[config.mk]
export PLATFORM = sky130hd
export DESIGN_NAME = halftone_diffuser
export DESIGN_NICKNAME = d
export VERILOG_FILES = /design/src/rtl/halftone_diffuser.sv
export SDC_FILE = /design/constraint.sdc
export NUM_CORES = 1
export LEC_CHECK = 0
export CORE_MARGIN = 4
export CORE_UTILIZATION = 45
export DETAILED_ROUTE_END_ITERATION = 12
export PLACE_DENSITY_LB_ADDON = 0.25
export SLEW_MARGIN = 20
export SYNTH_ARGS = -nofsm -noshare
export SYNTH_HDL_FRONTEND = slang
export SYNTH_SLANG_ARGS = --single-unit
[constraint.sdc]
create_clock -name clk -period 1.8 [get_ports clk]
set_input_delay 0.18 -clock clk [delete_from_list [all_inputs] [get_ports clk]]
set_output_delay 0.18 -clock clk [all_outputs]
set_load 0.03 [all_outputs]
[src/rtl/halftone_diffuser.sv]
// Streaming Floyd-Steinberg halftoner: 8-bit gray in, 1-bit halftone out, one frame per start.
// Define HALFTONE_DIFFUSION_EN for error diffusion; otherwise a plain threshold is applied.
module halftone_diffuser #(
  parameter int unsigned WIDTH     = 64,
  parameter int unsigned HEIGHT    = 64,
  parameter int unsigned THRESHOLD = 128
) (
  input  logic       clk,
  input  logic       rst,
  input  logic       start,
  input  logic       in_valid,
  output logic       in_ready,
  input  logic [7:0] in_gray,
  output logic       out_valid,
  input  logic       out_ready,
  output logic       out_bit,
  output logic       out_eol,
  output logic       out_eof,
  output logic       frame_done,
  output logic       busy
);

  localparam int unsigned XW = (WIDTH > 1) ? $clog2(WIDTH) : 1;
  localparam int unsigned YW = (HEIGHT > 1) ? $clog2(HEIGHT) : 1;

  localparam logic [1:0] IDLE   = 2'd0;
  localparam logic [1:0] ACTIVE = 2'd1;
  localparam logic [1:0] DRAIN  = 2'd2;

  logic [1:0]    state_q, state_d;
  logic [XW-1:0] x_q;
  logic [YW-1:0] y_q;
  logic          out_valid_q, out_bit_q, out_eol_q, out_eof_q, frame_done_q;
  logic          in_hs, out_hs, x_last, y_last, bit_d;

  assign out_valid  = out_valid_q;
  assign out_bit    = out_bit_q;
  assign out_eol    = out_eol_q;
  assign out_eof    = out_eof_q;
  assign frame_done = frame_done_q;
  assign busy       = (state_q == ACTIVE) || (state_q == DRAIN);
  assign in_ready   = (state_q == ACTIVE) && (!out_valid_q || out_ready);
  assign in_hs      = in_valid && in_ready;
  assign out_hs     = out_valid_q && out_ready;
  assign x_last     = (x_q == XW'(WIDTH - 1));
  assign y_last     = (y_q == YW'(HEIGHT - 1));

  always_comb begin
    state_d = state_q;
    case (state_q)
      IDLE:    if (start) state_d = ACTIVE;
      ACTIVE:  if (in_hs && x_last && y_last) state_d = DRAIN;
      DRAIN:   if (out_hs) state_d = IDLE;
      default: state_d = IDLE;
    endcase
  end

  always_ff @(posedge clk or posedge rst) begin
    if (rst) begin
      state_q      <= IDLE;
      x_q          <= '0;
      y_q          <= '0;
      out_valid_q  <= 1'b0;
      out_bit_q    <= 1'b0;
      out_eol_q    <= 1'b0;
      out_eof_q    <= 1'b0;
      frame_done_q <= 1'b0;
    end else begin
      state_q      <= state_d;
      // Only the final pixel is outstanding in DRAIN, so its handshake ends the frame.
      frame_done_q <= (state_q == DRAIN) && out_hs;
      if (state_q == IDLE && start) begin
        x_q <= '0;
        y_q <= '0;
      end else if (in_hs) begin
        if (x_last) begin
          x_q <= '0;
          y_q <= y_last ? '0 : y_q + YW'(1);
        end else begin
          x_q <= x_q + XW'(1);
        end
      end
      if (in_hs) begin
        out_valid_q <= 1'b1;
        out_bit_q   <= bit_d;
        out_eol_q   <= x_last;
        out_eof_q   <= x_last && y_last;
      end else if (out_hs) begin
        out_valid_q <= 1'b0;
      end
    end
  end

`ifdef HALFTONE_DIFFUSION_EN
  logic signed [10:0] line_buf [WIDTH];
  logic signed [10:0] carry_q, pend0_q, pend1_q;
  logic signed [11:0] below, carry_in, v, e;
  logic signed [10:0] s7, s5, s3, s1;

  function automatic logic signed [10:0] share(input logic signed [11:0] err,
                                               input logic [3:0] w);
    logic signed [15:0] p;
    logic signed [15:0] q;
    p = $signed({{4{err[11]}}, err}) * $signed({12'b0, w});
    q = p >>> 4;
    return q[10:0];
  endfunction

  always_comb begin
    below    = (y_q == '0) ? 12'sd0 : {line_buf[x_q][10], line_buf[x_q]};
    carry_in = (x_q == '0) ? 12'sd0 : {carry_q[10], carry_q};
    v        = $signed({4'b0, in_gray}) + carry_in + below;
    bit_d    = (v >= $signed(12'(THRESHOLD)));
    e        = bit_d ? v - 12'sd255 : v;
    s7       = share(e, 4'd7);
    s5       = share(e, 4'd5);
    s3       = share(e, 4'd3);
    s1       = share(e, 4'd1);
  end

  // pend0 accumulates next-row entry x-1, pend1 entry x; an entry is written once complete,
  // which is always after the current row has read it.
  always_ff @(posedge clk) begin
    if (in_hs && !y_last) begin
      if (x_q != '0) line_buf[x_q - XW'(1)] <= pend0_q + s3;
      if (x_last)    line_buf[x_q]          <= pend1_q + s5;
    end
  end

  always_ff @(posedge clk or posedge rst) begin
    if (rst) begin
      carry_q <= '0;
      pend0_q <= '0;
      pend1_q <= '0;
    end else if (state_q == IDLE && start) begin
      carry_q <= '0;
      pend0_q <= '0;
      pend1_q <= '0;
    end else if (in_hs) begin
      carry_q <= x_last ? 11'sd0 : s7;
      pend0_q <= ((x_q == '0) ? 11'sd0 : pend1_q) + s5;
      pend1_q <= s1;
    end
  end
`else
  assign bit_d = ({1'b0, in_gray} >= 9'(THRESHOLD));
`endif

endmodule

# Word-level counts from Yosys, hierarchy flattened

Index checks and enable logic that the tools add are counted.

Flip-flop bits (word level): 19
Bits in latches: 0
Memory bits (writable): 0
ROM bits: 0
Output and inout bits: 7
Word-level logic and storage cells: 48
Memories kept: 0

$add $sub $neg: 2
$mul: 0
Div/mod/pow operators: 0
$lt $le $gt $ge: 1
Equality and inequality tests: 7
Shifts and indexed selects: 0
Multiplexer cells: 13
Bitwise logic cells: 0
Reduce and logical (&&, ||, !) cells: 17

Operators with widths:

| operator                                                        | count |
|---|---|
| 6-bit two-way mux                                               | 7 |
| 6-bit by 1-bit adder with 6-bit output, second input constant   | 2 |
| 6-bit == test, second input constant                            | 2 |
| 8-bit >= comparator, second input constant                      | 1 |
| 1-bit logical AND                                               | 8 |
| 2-bit two-way mux                                               | 3 |
| 2-bit case mux with 3 select lines                              | 1 |
| 2-bit nonzero test                                              | 3 |
| 2-bit != test, second input constant                            | 2 |
| 3-bit AND reduction                                             | 1 |
| 2-bit by 1-bit == test with 1-bit output, second input constant | 1 |
| 2-bit == test, second input constant                            | 1 |
| 2-bit zero test                                                 | 1 |
| 1-bit logical OR                                                | 2 |
| 1-bit two-way mux                                               | 2 |
| 2-bit by 1-bit != test with 1-bit output, second input constant | 1 |
| 2-bit AND reduction                                             | 1 |
| 1-bit zero test                                                 | 1 |

# Depth between registers and ports, before layout

Gate-level depths: netlist (run 1).

Depth in word-level cells: 8
Gate-level depth with buffers: 7
Mapped depth without buffers: 6

# Worst setup path before layout (run 1)

OpenSTA, ideal clock, no wires.

Path kind: reg-to-reg
Start point: reg state_q[1]
End point: reg y_q[3]
Arrival time: 1.665 ns
Required time: 1.705 ns
Setup slack: 0.040 ns
Cell stages (with the launch flop): 8
Clock period less this slack: 1.760 ns
Cells stage by stage: dfrtp_1 inv_1 ha_1 and2_2 nand4_4 buf_6 or4_1 o31ai_1

Word-level cells in the longest chain between the ends: 5
Elaborated cells between the ends (all ways): 9
Classes of those cells: eq/ne (1); mux (1); reduce/logical (7)

RTL lines:

| what                                     | line | text |
|---|---|---|
| start, declared                          | 30   | `logic [1:0] state_q, state_d;` |
| start signal, assigned                   | 69   | `state_q <= state_d;` |
| 2-bit by 1-bit == test with 1-bit output | 42   | `assign in_ready = (state_q == ACTIVE) && (!out_valid_q \|\| out_ready);` |
| 1-bit logical AND                        | 42   |  |
| 1-bit logical AND                        | 43   | `assign in_hs = in_valid && in_ready;` |
| 2-bit nonzero test (no source line)      | -    |  |
| 2-bit AND reduction (no source line)     | -    |  |
| end signal, assigned                     | 78   | `y_q <= y_last ? '0 : y_q + YW'(1);` |
| end, declared                            | 32   | `logic [YW-1:0] y_q;` |

Several ways; a longest one is shown, not always the timed one.
A chain may end at the register's enable or synchronous reset.

# Final worst setup path (run 1)

Start point: reg x_q[0]
End point: reg state_q[1]

Word-level cells in the longest chain between the ends: 5

RTL lines:

| what                                                      | line | text |
|---|---|---|
| start, declared                                           | 31   | `logic [XW-1:0] x_q;` |
| start signal, assigned                                    | 80   | `x_q <= x_q + XW'(1);` |
| 6-bit == test                                             | 45   | `assign x_last = (x_q == XW'(WIDTH - 1));` |
| 1-bit logical AND (2 in series)                           | 52   | `ACTIVE: if (in_hs && x_last && y_last) state_d = DRAIN;` |
| 2-bit by 1-bit != test with 1-bit output (no source line) | -    |  |
| 3-bit AND reduction (no source line)                      | -    |  |

Every way passes these cells.

==> results of run 1 <==
cells in the mapped netlist, types with 2 or more instances:
cell | instances | area (µm²)
a21oi_1 | 12 | 60.06
and2_1 | 2 | 12.51
and2_2 | 2 | 15.01
dfrtp_1 | 19 | 475.5
ha_1 | 7 | 87.58
inv_1 | 6 | 22.52
nand2_1 | 19 | 71.32
nand2b_1 | 2 | 12.51
nand3_1 | 6 | 30.03
nand3b_1 | 4 | 30.03
nand4_1 | 4 | 25.02
nor2_1 | 3 | 11.26
nor2b_1 | 2 | 12.51
nor3_1 | 2 | 10.01
o21ai_0 | 2 | 10.01
o311ai_1 | 2 | 17.52
o31ai_1 | 4 | 30.03
or3_1 | 2 | 12.51
or4_1 | 3 | 22.52
xnor2_1 | 2 | 17.52
final cells by class:
| cell class | count | area, µm² | area share |
|---|---|---|---|
| flip-flops and latches | 19 | 475.5 | 0.3420 |
| repair buffers | 24 | 207.7 | 0.1494 |
| well taps | 28 | 35.03 | 0.02520 |
| inverters | 6 | 22.52 | 0.01620 |
| multi-input cells | 92 | 623.1 | 0.4482 |
| clock buffers | 4 | 26.28 | 0.01890 |
power breakdown:
| group | leakage [µW] | switching [µW] | internal (µW) | total [µW] |
|---|---|---|---|---|
| clock network | 0.0000150 | 128 | 86.2 | 214 |
| logic | 0.000317 | 409 | 310 | 719 |
| registers | 0.000259 | 58.1 | 493 | 551 |
repair_timing:
| action | 4_1_cts | 5_1_grt |
|---|---|---|
| setup buffers | 1 | 1 |
| hold endpoints to repair | 0 | 0 |
| gates resized for setup | 3 | 5 |
| setup endpoints to repair | 4 | 4 |
| hold buffers | 0 | 0 |
| cloned | 0 | 0 |
logic make-up (layout without fill, tap and decap cells):
| group | Yosys count | count (layout) | share of synthesized area |
|---|---|---|---|
| and+or+nand+nor | 60 | 60 | 0.3165 |
| AOI/OAI and AO/OA | 22 | 22 | 0.1212 |
| DFF | 19 | 19 | 0.4265 |
| buffers and inverters | 8 | 34 | 0.03366 |
| adders and majority gates | 7 | 7 | 0.07856 |
| xor gates and xnor gates | 3 | 3 | 0.02357 |
metal layers:
| layer | vias up | GRT usage | wire length, µm |
|---|---|---|---|
| met5 | - | 0 | 0 |
| met2 | 21 | 0.2677 | 1160 |
| met3 | 4 | 0.03341 | 104 |
| met1 | 473 | 0.2031 | 1080 |
| met4 | 0 | 0.04305 | 31 |
| li1 | 482 | - | - |
critical path: cells and delay by family, from the launching register on:
family          cells  cell delay [ns]
simple gates        3             0.75
flops               1             0.39
compound gates      1             0.26
fa+ha+maj           1             0.22
state kept, by name, summed over array words and instances, names as in the netlist:
| register | flops |
|---|---|
| out_bit | 1 |
| y_q | 6 |
| out_eof | 1 |
| frame_done | 1 |
| x_q | 6 |
| out_eol | 1 |
| state_q | 2 |
| out_valid | 1 |
path summary, 6_finish.rpt:
path                                    to  slack, ns  cells past startpoint        from
worst max-delay path            state_q[1]       0.06                      5      x_q[0]
worst min-delay path                y_q[2]       0.20                      3         rst
worst max register to register  state_q[1]       0.06                      5      x_q[0]
worst min register to register     out_bit       0.49                      2     out_bit
max in group asynchronous           x_q[3]       1.41                      3         rst
min in group clk                   out_bit       0.42                      3  in_gray[7]
stage by stage:
stage           TNS [ns]    util  hold WS, ns
2_1_floorplan          0       -       0.1311
3_3_place_gp   -0.006399  0.5844       0.4581
3_5_place_dp    -0.04990  0.5844       0.4723
4_1_cts                0  0.5992       0.2062
5_1_grt        -0.008797  0.6108       0.2202
6_report               0  0.6108       0.1965
==> summary.md, run 1 <==
| Metric | Value |
|---|---|
| Largest net degree at the start of global routing | 20 |
| Final instance area | roughly 0.0014 mm² |
| CTS tree | done |
| ANT nets after route | 0 |
| DR WL/cell | between 10 and 15 µm |
| Type of the worst setup path | flop to flop |
| Relative slew slack | 0.7397 |
| CP Max Fanout | 4 |
| Clk_lat worst skew | 0.29 ns |
| Critical Path, Cell by Cell | ha_2, nand2_1, or4_4, o311ai_1, nand4_1 |
| Crit path time final | 1.741 ns |
| Final WS setup | just under 0.06 ns |
| # clock sinks | 19 |
| Vias | 980 |
| First-pass GRT wire length | between 4000 and 5000 µm |
| DRC viols | 0 |
| Worst Tran Pin Value | between 0.3 and 0.4 ns |
| Syn Area/Cell | between 9 and 10 µm² |
| Yosys cell types | 34 |
| Global-route usage over all layers | 0.1579 |
| DR pass1 iterations | 5 |
| Post-synthesis sequential area ratio | 0.4265 |
| Post-DP HPWL | 1786 µm |
| Chip height | about 58 µm |
| Max Clock Skew | about 0.0018 ns |
| Crit share post-route | 0.9674 |
| Slowest CP cell | or4_4 |
| Die span in x | between 50 and 60 µm |
| Gp weighted congestion | about 0.76 |
| Final-stage net count | between 150 and 200 |
| Total grt overflow | 0 |
| Max-slew violation count | 0 |
| Setup crit end kind | flop |
| Core area | between 0.002 and 0.0025 mm² |
| Dpl cells | 167 |
| Worst VDD drop | roughly 0.76 mV |
| Worst hold path class | input port to async pin |
| Synth Flop Type | dfrtp_1 |
| Design Power | 1484 µW |
| Synth warn | 0 |
| Mapped Nets | roughly 140 |
| First DRT Iteration DRCs | 27 |
| Vias in the first global route | about 960 |
| CP max stage delay | ~0.55 ns |
| Share of cells above drive strength 1 | 0.2000 |
| Fillers | slightly below 200 |
| Place WS | -0.01882 ns |
| Fmax | 574.3 MHz |
| DP Area | between 0.001 and 0.0015 mm² |
| Synth Cell Area | around 0.0011 mm² |
| Post-synthesis register bit count | 19 |
| PD cells | around 1100 mW/mm² |
| Placement Rows | 17 |
| Layout Cells excl Fill | 173 |
| Outcome | completed |
| Final hold violations | 0 |
| Startpoint types | flop |
| Syn Inst Count | 119 |
| I/O Buffers | 12 |
| Final count of negative-setup-slack endpoints | 0 |
| Area delta synth->final | 24.69% |
| Clock root buffer | clkbuf_4 |
| Highest-count cells in the layout ignoring fill and taps | 19 x nand2_1, 19 x dfrtp_1, 12 x buf_4 |
| Ant diodes | 0 |
| H-tree levels | 1 |
| DIE AREA | ~0.0033 mm² |
| Io pins | 20 |
| Initial Util | 0.4898 |
| Max-cap viol count | 0 |
| Cts bufs inserted | 3 |
| Clock transition at path regs | 0.11 ns |
| Static leakage power | a little under 0.0006 µW |
| Clock tree buffer depth | 2 |
| Vias per Instance | about 5.7 |
| Initial antenna violation count | 0 |
| Worst EP required | roughly 2 ns |
| Synth async-reset ratio | 1.000 |
| Routed WL | around 2400 µm |
| Worst EP arrival | about 1.9 ns |
| Post-synth EDFFs | 0 |
Power figures use the tool's default switching activity.
==> run 2: changes to the inputs <==
--- a/config.mk
+++ b/config.mk
@@ -5,10 +5,12 @@
 export SDC_FILE = /design/constraint.sdc
 export NUM_CORES = 1
 export LEC_CHECK = 0
+export CAP_MARGIN = 40
 export CORE_MARGIN = 4
 export CORE_UTILIZATION = 45
 export DETAILED_ROUTE_END_ITERATION = 12
 export PLACE_DENSITY_LB_ADDON = 0.25
+export SETUP_SLACK_MARGIN = 0.2
 export SLEW_MARGIN = 20
 export SYNTH_ARGS = -nofsm -noshare
 export SYNTH_HDL_FRONTEND = slang
==> constraint.sdc (replaced) <==
create_clock -name clk -period 1.8 [get_ports clk]
set_input_delay 0.36 -clock clk [delete_from_list [all_inputs] [get_ports clk]]
set_output_delay 0.36 -clock clk [all_outputs]
set_load 0.03 [all_outputs]
==> summary.md, run 2 (synthesis gave the netlist of run 1 again) <==
| Metric | Value |
|---|---|
| Outcome | completed |
| Io pins | 20 |
| Max-slew violation count | 0 |
| P_int | about 1100 µW |
| CP top delay family | simple AND/OR/NAND/NOR gates |
| Gate power share | 0.589 |
| Worst VDD drop | around 0.99 mV |
| Fmax | roughly 600 MHz |
| Slowest CP cell | or4_4 |
| Setup crit end kind | flop |
| # clock sinks | 19 |
| Worst hold path class | input port to async pin |
| Vias in the first global route | approximately 1100 |
| Area delta synth->final | 48.04% |
| DRC viols | 0 |
| Crit share post-route | 0.9265 |
| DR WL/cell | about 15 µm |
| Final hold violations | 0 |
| Die span in x | 57.78 µm |
| Clock root buffer | clkbuf_4 |
| Relative slew slack | 0.7429 |
| CP Max Fanout | 6 |
| Gp weighted congestion | about 0.89 |
| Max Clock Skew | about 0.0029 ns |
| Clock transition at path regs | approximately 0.11 ns |
| First DRT Iteration DRCs | 56 |
| Vias per Instance | about 5.5 |
| Ant diodes | 0 |
| Clock share of power | 0.122 |
| Worst EP arrival | about 1.9 ns |
| Post-DP HPWL | between 1500 and 2000 µm |
| Cts bufs inserted | 3 |
| DP Area | around 0.0014 mm² |
| Clock tree buffer depth | 2 |
| CTS hold repair buffers | 0 |
| Clk_lat worst skew | between 0.3 and 0.4 ns |
| Initial antenna violation count | 0 |
| Final-stage net count | ~180 |
| Worst Tran Pin Value | approximately 0.38 ns |
| Placement Rows | 17 |
| DIE AREA | about 0.0033 mm² |
| Commonest non-fill, non-tap cell in the layout | buf_4 |
| Chip height | approximately 58 µm |
| H-tree levels | 1 |
| PD cells | approximately 1100 mW/mm² |
| Design Power | roughly 1900 µW |
| Critical Path, Cell by Cell | ha_2, and3_4, nand4_4, buf_6, or4_4, o31ai_4 |
| Final count of negative-setup-slack endpoints | 0 |
| Final instance area | between 0.0015 and 0.002 mm² |
| Worst r2r src | x_q[1] |
| Share of cells above drive strength 1 | 0.4049 |
| Switching Share | 0.4011 |
| Worst EP required | between 2 and 2.5 ns |
| Type of the worst setup path | flop to flop |
| Vias | between 1000 and 1500 |
| Core area | between 0.002 and 0.0025 mm² |
| Highest-count cells in the layout ignoring fill and taps | 28 x buf_4, 19 x dfrtp_1, 16 x nand2_1 |
| I/O Buffers | 12 |
| DR pass1 iterations | 6 |
| Static leakage power | around 0.00073 µW |
| Total grt overflow | 0 |
| Setup tns final | 0 ns |
| Global-route usage over all layers | 0.1866 |
| RSZ-0062 raised after global routing | yes |
| Register share of total power | 0.289 |
| Crit path from | x_q[1] |
| Startpoint types | flop |
| WP buf/inv | 1 |
| Dpl cells | approximately 180 |
| Largest net degree at the start of global routing | 13 |
| Routed WL | roughly 2900 µm |
| Initial Util | 0.4898 |
| First-pass GRT wire length | slightly below 5000 µm |
| CTS tree | done |
| Crit path time final | roughly 1.7 ns |
| Max-cap viol count | 0 |
| Final core occ | 0.7251 |
| ANT nets after route | 0 |
| Reg2reg setup slack | 0.13 ns |
| Reg2Reg Depth | 6 |
| Layout Cells excl Fill | roughly 190 |
| RR Endpoint | y_q[3] |
| CP max stage delay | around 0.42 ns |
| Top flop regs | x_q (6), y_q (6), state_q (2) |
| P_sw | ~750 µW |
-- run 2: cell types whose count changed in the layout (fill, tap and decap cells not counted), sizes merged --
cell / previous run / this run
buf: 12 / 32
clkdlybuf4s50: 10 / 4
dlygate4sd2: 2 / 5
dlymetal6s2s: 0 / 1
-- run 2: stage by stage --
step / hold WS (ns) / worst slack (ns)
2_1_floorplan: 0.3111 / 0.1909
5_1_grt: 0.3286 / 0.07097
3_3_place_gp: 0.4568 / -0.3771
6_report: 0.3118 / 0.1322
4_1_cts: 0.3063 / 0.02019
3_5_place_dp: 0.4610 / -0.3976
-- run 2: cell type report --
| type | instances | area [µm²] |
|---|---|---|
| Multi-Input combinational cell | 92 | 734.5 |
| Fill cell | 167 | 625.6 |
| Sequential cell | 19 | 475.5 |
| Timing Repair Buffer | 42 | 351.6 |
| Tap cell | 28 | 35.03 |
| Inverter | 6 | 27.53 |
| Clock buffer | 4 | 26.28 |
-- run 2: worst max-delay path by stage --
stage	endpoint	slack, ns	cells after the start
4_1_cts	in_ready	0.02	4
3_5_place_dp	in_ready	-0.40	4
3_3_place_gp	in_ready	-0.38	4
2_1_floorplan	state_q[0]	0.19	5
6_report	y_q[3]	0.13	6
5_1_grt	state_q[1]	0.07	8
-- run 2: per-layer routing --
metal / wire length, µm / vias up / GRT usage
met5: 0 / - / 0
met4: 32 / 0 / 0.06623
met3: 80 / 2 / 0.02895
met2: 1476 / 16 / 0.3242
met1: 1303 / 518 / 0.2333
li1: - / 514 / -
-- run 2: timing repair --
action | 4_1_cts | 5_1_grt
pin swaps | 10 | 6
setup buffers | 7 | 5
gates cloned | 0 | 0
gates resized for setup | 29 | 13
setup endpoints to repair | 18 | 17
-- run 2: power by group through the flow --
| stage | clock [µW] | sequential [µW] | combinational (µW) |
|---|---|---|---|
| 2_1_floorplan | 0 | 600 | 416 |
| 3_3_place_gp | 0 | 551 | 764 |
| 3_5_place_dp | 0 | 554 | 792 |
| 4_1_cts | 229 | 540 | 959 |
| 5_1_grt | 249 | 547 | 1190 |
| 6_report | 228 | 538 | 1100 |
==> run 3: changes to the inputs <==
--- a/config.mk
+++ b/config.mk
@@ -6,8 +6,10 @@
 export NUM_CORES = 1
 export LEC_CHECK = 0
 export CAP_MARGIN = 40
+export CELL_PAD_IN_SITES_DETAIL_PLACEMENT = 0
+export CELL_PAD_IN_SITES_GLOBAL_PLACEMENT = 1
 export CORE_MARGIN = 4
-export CORE_UTILIZATION = 45
+export CORE_UTILIZATION = 35
 export DETAILED_ROUTE_END_ITERATION = 12
 export PLACE_DENSITY_LB_ADDON = 0.25
 export SETUP_SLACK_MARGIN = 0.2
==> summary.md, run 3 (synthesis gave the netlist of run 1 again) <==
| Metric | Value |
|---|---|
| Cts bufs inserted | 3 |
| CP top delay family | flip-flops |
| Critical Path, Cell by Cell | inv_2, buf_4, ha_4, buf_6 |
| Max-cap viol count | 0 |
| Total grt overflow | 0 |
| Layout Cells excl Fill | ~200 |
| Initial Util | 0.3652 |
| Setup crit end kind | output port |
| Worst hold path class | input port to async pin |
| Top flop regs | x_q (6), y_q (6), state_q (2) |
| Relative slew slack | 0.7165 |
| Core area | 0.003053 mm² |
| CP max stage delay | 0.38 ns |
| Max Clock Skew | around 0.0026 ns |
| Final count of negative-setup-slack endpoints | 0 |
| CTS hold repair buffers | 0 |
| Clock tree buffer depth | 2 |
| RSZ-0062 raised after global routing | yes |
| Commonest non-fill, non-tap cell in the layout | buf_4 |
| Worst Tran Pin Value | approximately 0.42 ns |
| Final hold violations | 0 |
| Worst VDD drop | around 0.43 mV |
| Worst EP arrival | approximately 1.2 ns |
| Fillers | 300 |
| First-pass GRT wire length | approximately 4500 µm |
| Routed WL | roughly 2600 µm |
| Clock root buffer | clkbuf_4 |
| DR pass1 iterations | 4 |
| Reg2reg setup slack | 0.21 ns |
| Setup tns final | 0 ns |
| Clock transition at path regs | between 0.1 and 0.15 ns |
| Post-DP HPWL | 1896 µm |
| Area delta synth->final | 42.20% |
| ANT nets after route | 0 |
| DRC viols | 0 |
| Startpoint types | flop |
| CP Capture Point | busy |
| Vias | slightly above 1000 |
| First DRT Iteration DRCs | 15 |
| RR Endpoint | state_q[0] |
| Crit path time final | about 1.6 ns |
| Place WS | -0.3980 ns |
| Gp weighted congestion | 0.8429 |
| Static leakage power | around 0.0007 µW |
| Share of cells above drive strength 1 | 0.3567 |
| Global-route usage over all layers | 0.1364 |
| Crit share post-route | 0.8915 |
| WHS | between 0.3 and 0.4 ns |
| Worst r2r src | y_q[1] |
| Initial antenna violation count | 0 |
| Highest-count cells in the layout ignoring fill and taps | 23 x buf_4, 19 x dfrtp_1, 16 x nand2_1 |
| PD cells | between 1000 and 1500 mW/mm² |
| I/O Buffers | 12 |
| Worst path depth | 4 |
| Type of the worst setup path | flop to output port |
| Slowest CP cell | dfrtp_1 |
| Io pins | 20 |
| Clk_lat worst skew | 0.30 ns |
| Placement Rows | 20 |
| Final instance area | 0.001585 mm² |
| Reg2Reg Depth | 5 |
| Ant diodes | 0 |
| Final-stage net count | about 180 |
| CTS tree | done |
| Dpl cells | approximately 190 |
| Max-slew violation count | 0 |
| DIE AREA | roughly 0.0042 mm² |
| Outcome | completed |
| Crit path from | state_q[1] |
| Die span in x | ~64 µm |
| Fmax | roughly 620 MHz |
| Largest net degree at the start of global routing | 20 |
| Vias in the first global route | between 900 and 1000 |
| DP Area | between 0.001 and 0.0015 mm² |
| Final WS setup | around 0.20 ns |
| CP Max Fanout | 3 |
| WP buf/inv | 3 |
| # clock sinks | 19 |
| Chip height | between 60 and 70 µm |
| Vias per Instance | 5.139 |
| DR WL/cell | 12.83 µm |
| H-tree levels | 1 |
| Worst EP required | 1.44 ns |
[run 3: changes by cell type in the layout (fill, tap and decap cells not counted), sizes merged]
| cell | delta |
|---|---|
| buf | -6 |
[run 3: metal layers]
layer	up-vias	routed length, µm	GRT usage
li1	506	-	-
met1	504	1247	0.1760
met2	19	1221	0.2307
met3	4	70	0.01733
met4	0	37	0.05541
met5	-	0	0
[run 3: where the power goes]
part	switching [µW]	total (µW)	internal [µW]	leakage, µW
sequential	55.6	548	493	0.000259
combinational	474	905	431	0.000415
clock	134	220	86.2	0.0000150
total	663	1670	1010	0.000689
[run 3: stage by stage]
step | total power [µW] | utilization
floorplan | 1016 | -
global placement | 1294 | 0.4607
detailed placement | 1311 | 0.4607
CTS | 1642 | 0.4959
global route | 1808 | 0.5193
finish | 1673 | 0.5193
[run 3: tightest hold or removal path: stages]
cell,delay [ns]
clkdlybuf4s50_1,0.40
inv_1,0.05
buf_4,0.26
[run 3: layout make-up]
| type | count | area, µm² | area share |
|---|---|---|---|
| timing repair buffer | 36 | 302.8 | 0.1910 |
| inverter | 6 | 22.52 | 0.01421 |
| clock buffer | 4 | 26.28 | 0.01657 |
| sequential | 19 | 475.5 | 0.2999 |
| multi-input combinational | 92 | 703.2 | 0.4436 |
| tap | 44 | 55.05 | 0.03473 |
[run 3: repair_timing]
| action | 4_1_cts | 5_1_grt |
|---|---|---|
| resized for setup | 20 | 12 |
| setup endpoints to repair | 14 | 11 |
| pin swaps | 5 | 7 |
| buffers inserted | 6 | 3 |
| hold endpoints to repair | 0 | 0 |
[run 3: worst min path at each step]
| stage | from | cells past startpoint | end | slack, ns |
|---|---|---|---|---|
| detailed placement | out_bit | 2 | out_bit | 0.47 |
| floorplan | rst | 1 | frame_done | 0.31 |
| global route | rst | 3 | out_bit | 0.40 |
| CTS | rst | 3 | out_bit | 0.38 |
| global placement | out_bit | 2 | out_bit | 0.46 |
| finish | rst | 3 | out_eof | 0.38 |
==> RTL change (flow settings as in run 3) <==
Change the parameter `HEIGHT` from 64 to 128.
--- a/src/rtl/halftone_diffuser.sv
+++ b/src/rtl/halftone_diffuser.sv
@@ -2,7 +2,7 @@
 // Define HALFTONE_DIFFUSION_EN for error diffusion; otherwise a plain threshold is applied.
 module halftone_diffuser #(
   parameter int unsigned WIDTH     = 64,
-  parameter int unsigned HEIGHT    = 64,
+  parameter int unsigned HEIGHT    = 128,
   parameter int unsigned THRESHOLD = 128
 ) (
   input  logic       clk,
Formal check against the unedited RTL: same outputs for any inputs over 10 cycles, from zero or initial values and one cycle with rst high; that may be too few to reach the edited logic, so the function may still have changed.
==> RTL change against run 3 <==
Non-clock buffer count rose by 17. Synthesized area shrank 1.8%. Sequential share of layout area shrank 1.2 points. Final area grew 10%. Power up 6.2%. Count of clock-buffer cells in the layout shrank 1. Die area shrank 1.6%. Global-route usage increased by 0.93 points. Routed wire length is 4.2% higher. Final cell count increased by 6.0%. Worst setup slack got worse by 0.10 ns. Sequential cell count is 1 higher. Critical path type unchanged. Largest power group unchanged. Highest routed layer unchanged.
==> RTL change: results (changes against run 3) <==
Routing
  • Drt pass-1 iters: 4 (unchanged)
  • Total wire length: 2685 um (+4.2%)
  • M1 wire length: 1236 um (-0.88%)
  • Post-DR vias/cell: 4.878 (-5.1%)
  • Metal3 WL: 57 um (-19%)
  • Metal2 WL: 1371 um (+12%)
  • Iter 0 DRT Violations: 75 (+60)
  • DR WL/cell: 12.61 um (-1.7%)
  • Max layer used: met4

Finish
  • Fill cells: 272 (-9.3%)
  • Biggest regs: y_q: 7 flops, x_q: 6 flops, state_q: 2 flops
  • Antenna Cells: 0 (unchanged)
  • Layout cells sized above 1: 0.4497 (+0.09302)

Global route
  • GR Overflow Total: 0 (unchanged)
  • GRT met1 Usage: 0.1780 (+0.002066)
  • First-pass GRT wire length: 4747 um (+6.5%)
  • GRT Resource Usage Total: 0.1457 (+0.009270)
  • Largest net degree at the start of global routing: 21 (+5.0%)
  • Grt met2 use: 0.2568 (+0.02610)
  • Antenna violations before repair: 0 (unchanged)
  • Vias in the first global route: 1025 (+2.9%)
  • Routing usage on met3: 0.02988 (+0.01255)

Logic synthesis
  • Synth area leaders: dfrtp_1 (46%), ha_1 (8.0%), nand2_1 (5.5%)
  • Asr flop ratio synth: 1.000 (unchanged)
  • Syn Nets: 135 (-2.9%)
  • Sequential area share after synthesis: 0.4571 (+0.03066)
  • Syn. warnings: 0 (unchanged)
  • Synth cell count leaders: dfrtp_1 (20), nand2_1 (16), nor2_1 (10)
  • Cell count after synthesis: 115 (-3.4%)
  • Distinct cell type count after synthesis: 38 (+12%)

STA
  • Final clock skew: 0.008983 ns (+0.006339 ns)
  • Final Hold Slack: 0.3714 ns (-0.009713 ns)
  • Tightest Pin Transition: 0.3207 ns (-0.1036 ns)
  • Pins Over Slew Limit: 0 (unchanged)

Setup path
  • Reg2reg end: y_q[5]
  • Worst path arrival time: 1.35 ns (+0.11 ns)
  • Max FO, Critical Path: 4 (+1)
  • R2r startpoint: state_q[1]
  • R2R setup slack: 0.13 ns (-0.08 ns)
  • R2R cell count: 8 (+3)

Placed design
  • Dpl cells: 185 (-1.6%)
  • Dpl hpwl: 1742 um (-8.1%)
  • Place WS: -0.1334 ns (+0.2645 ns)
  • # port buffers: 12 (unchanged)
  • Routability cong.: 0.7884 (-6.5%)

Hold path
  • Hold Path Class: in2async

Clocking
  • CTS root buf: clkbuf_4
  • H-tree depth: 1 (unchanged)
  • CTS-repair resized insts: 21 (+5.0%)
  • Worst-skew pair later-pin latency: 0.30 ns (about the same)
  • Worst-path clk slew: roughly 0.12 ns
  • Clock Path Buffers: 2 (unchanged)
  • Setup repair bufs after CTS: 17 (+11)

Outcome
  • Status: complete, no violations

Pwr
  • VDD IR max: 0.9598 mV (+120%)
  • Static Leak: 0.8226 nW (+19%)
  • Internal: 1.107 mW (+9.6%)
RTL change: final cells by class:
class / count / area, um^2 / share of cell area
Sequential cell: 20 / 501.7 / 0.2877
Multi-Input combinational cell: 88 / 704.4 / 0.4039
Clock buffer: 3 / 22.52 / 0.01291
Inverter: 5 / 18.77 / 0.01076
Timing Repair Buffer: 53 / 441.7 / 0.2532
Tap cell: 44 / 55.05 / 0.03156
RTL change: through the flow:
stage | cell area (um^2) | TNS, ns | utilization
after floorplan | 1121 | 0 | -
after global placement | 1400 | -0.5657 | 0.4624
after detailed placement | 1400 | -0.7272 | 0.4624
after CTS | 1617 | 0 | 0.5339
after global routing | 1744 | 0 | 0.5760
final | 1744 | 0 | 0.5760
RTL change: power by group through the flow:
stage	sequential [mW]	clock, mW	combinational, mW
2_1_floorplan	0.614	0	0.386
3_3_place_gp	0.573	0	0.658
3_5_place_dp	0.576	0	0.673
4_1_cts	0.568	0.234	0.847
5_1_grt	0.580	0.249	1.09
6_report	0.571	0.213	0.994
RTL change: worst max path at each step:
stage,cells after the start,end,start,slack (ns)
6_report,4,in_ready,state_q[0],0.09
5_1_grt,8,y_q[5],state_q[1],0.03
4_1_cts,7,y_q[5],x_q[1],0.10
3_5_place_dp,6,y_q[0],in_valid,-0.13
3_3_place_gp,6,y_q[0],in_valid,-0.12
2_1_floorplan,7,y_q[0],state_q[1],0.16
RTL change: logic make-up (layout without fill, tap and decap cells):
group	after synthesis	after routing	share of synthesized area
simple gates	52	52	0.2423
compound gates	23	23	0.1372
flops	20	20	0.4571
fa+ha+maj	7	7	0.08000
buf+inv	7	61	0.02743
mux	4	4	0.04000
xor+xnor	2	2	0.01600
RTL change: worst max-delay path, stage by stage, from the launching register on:
cell	delay [ns]
dfrtp_2	0.46
ha_4	0.19
buf_4	0.12
and2_4	0.14
buf_6	0.13
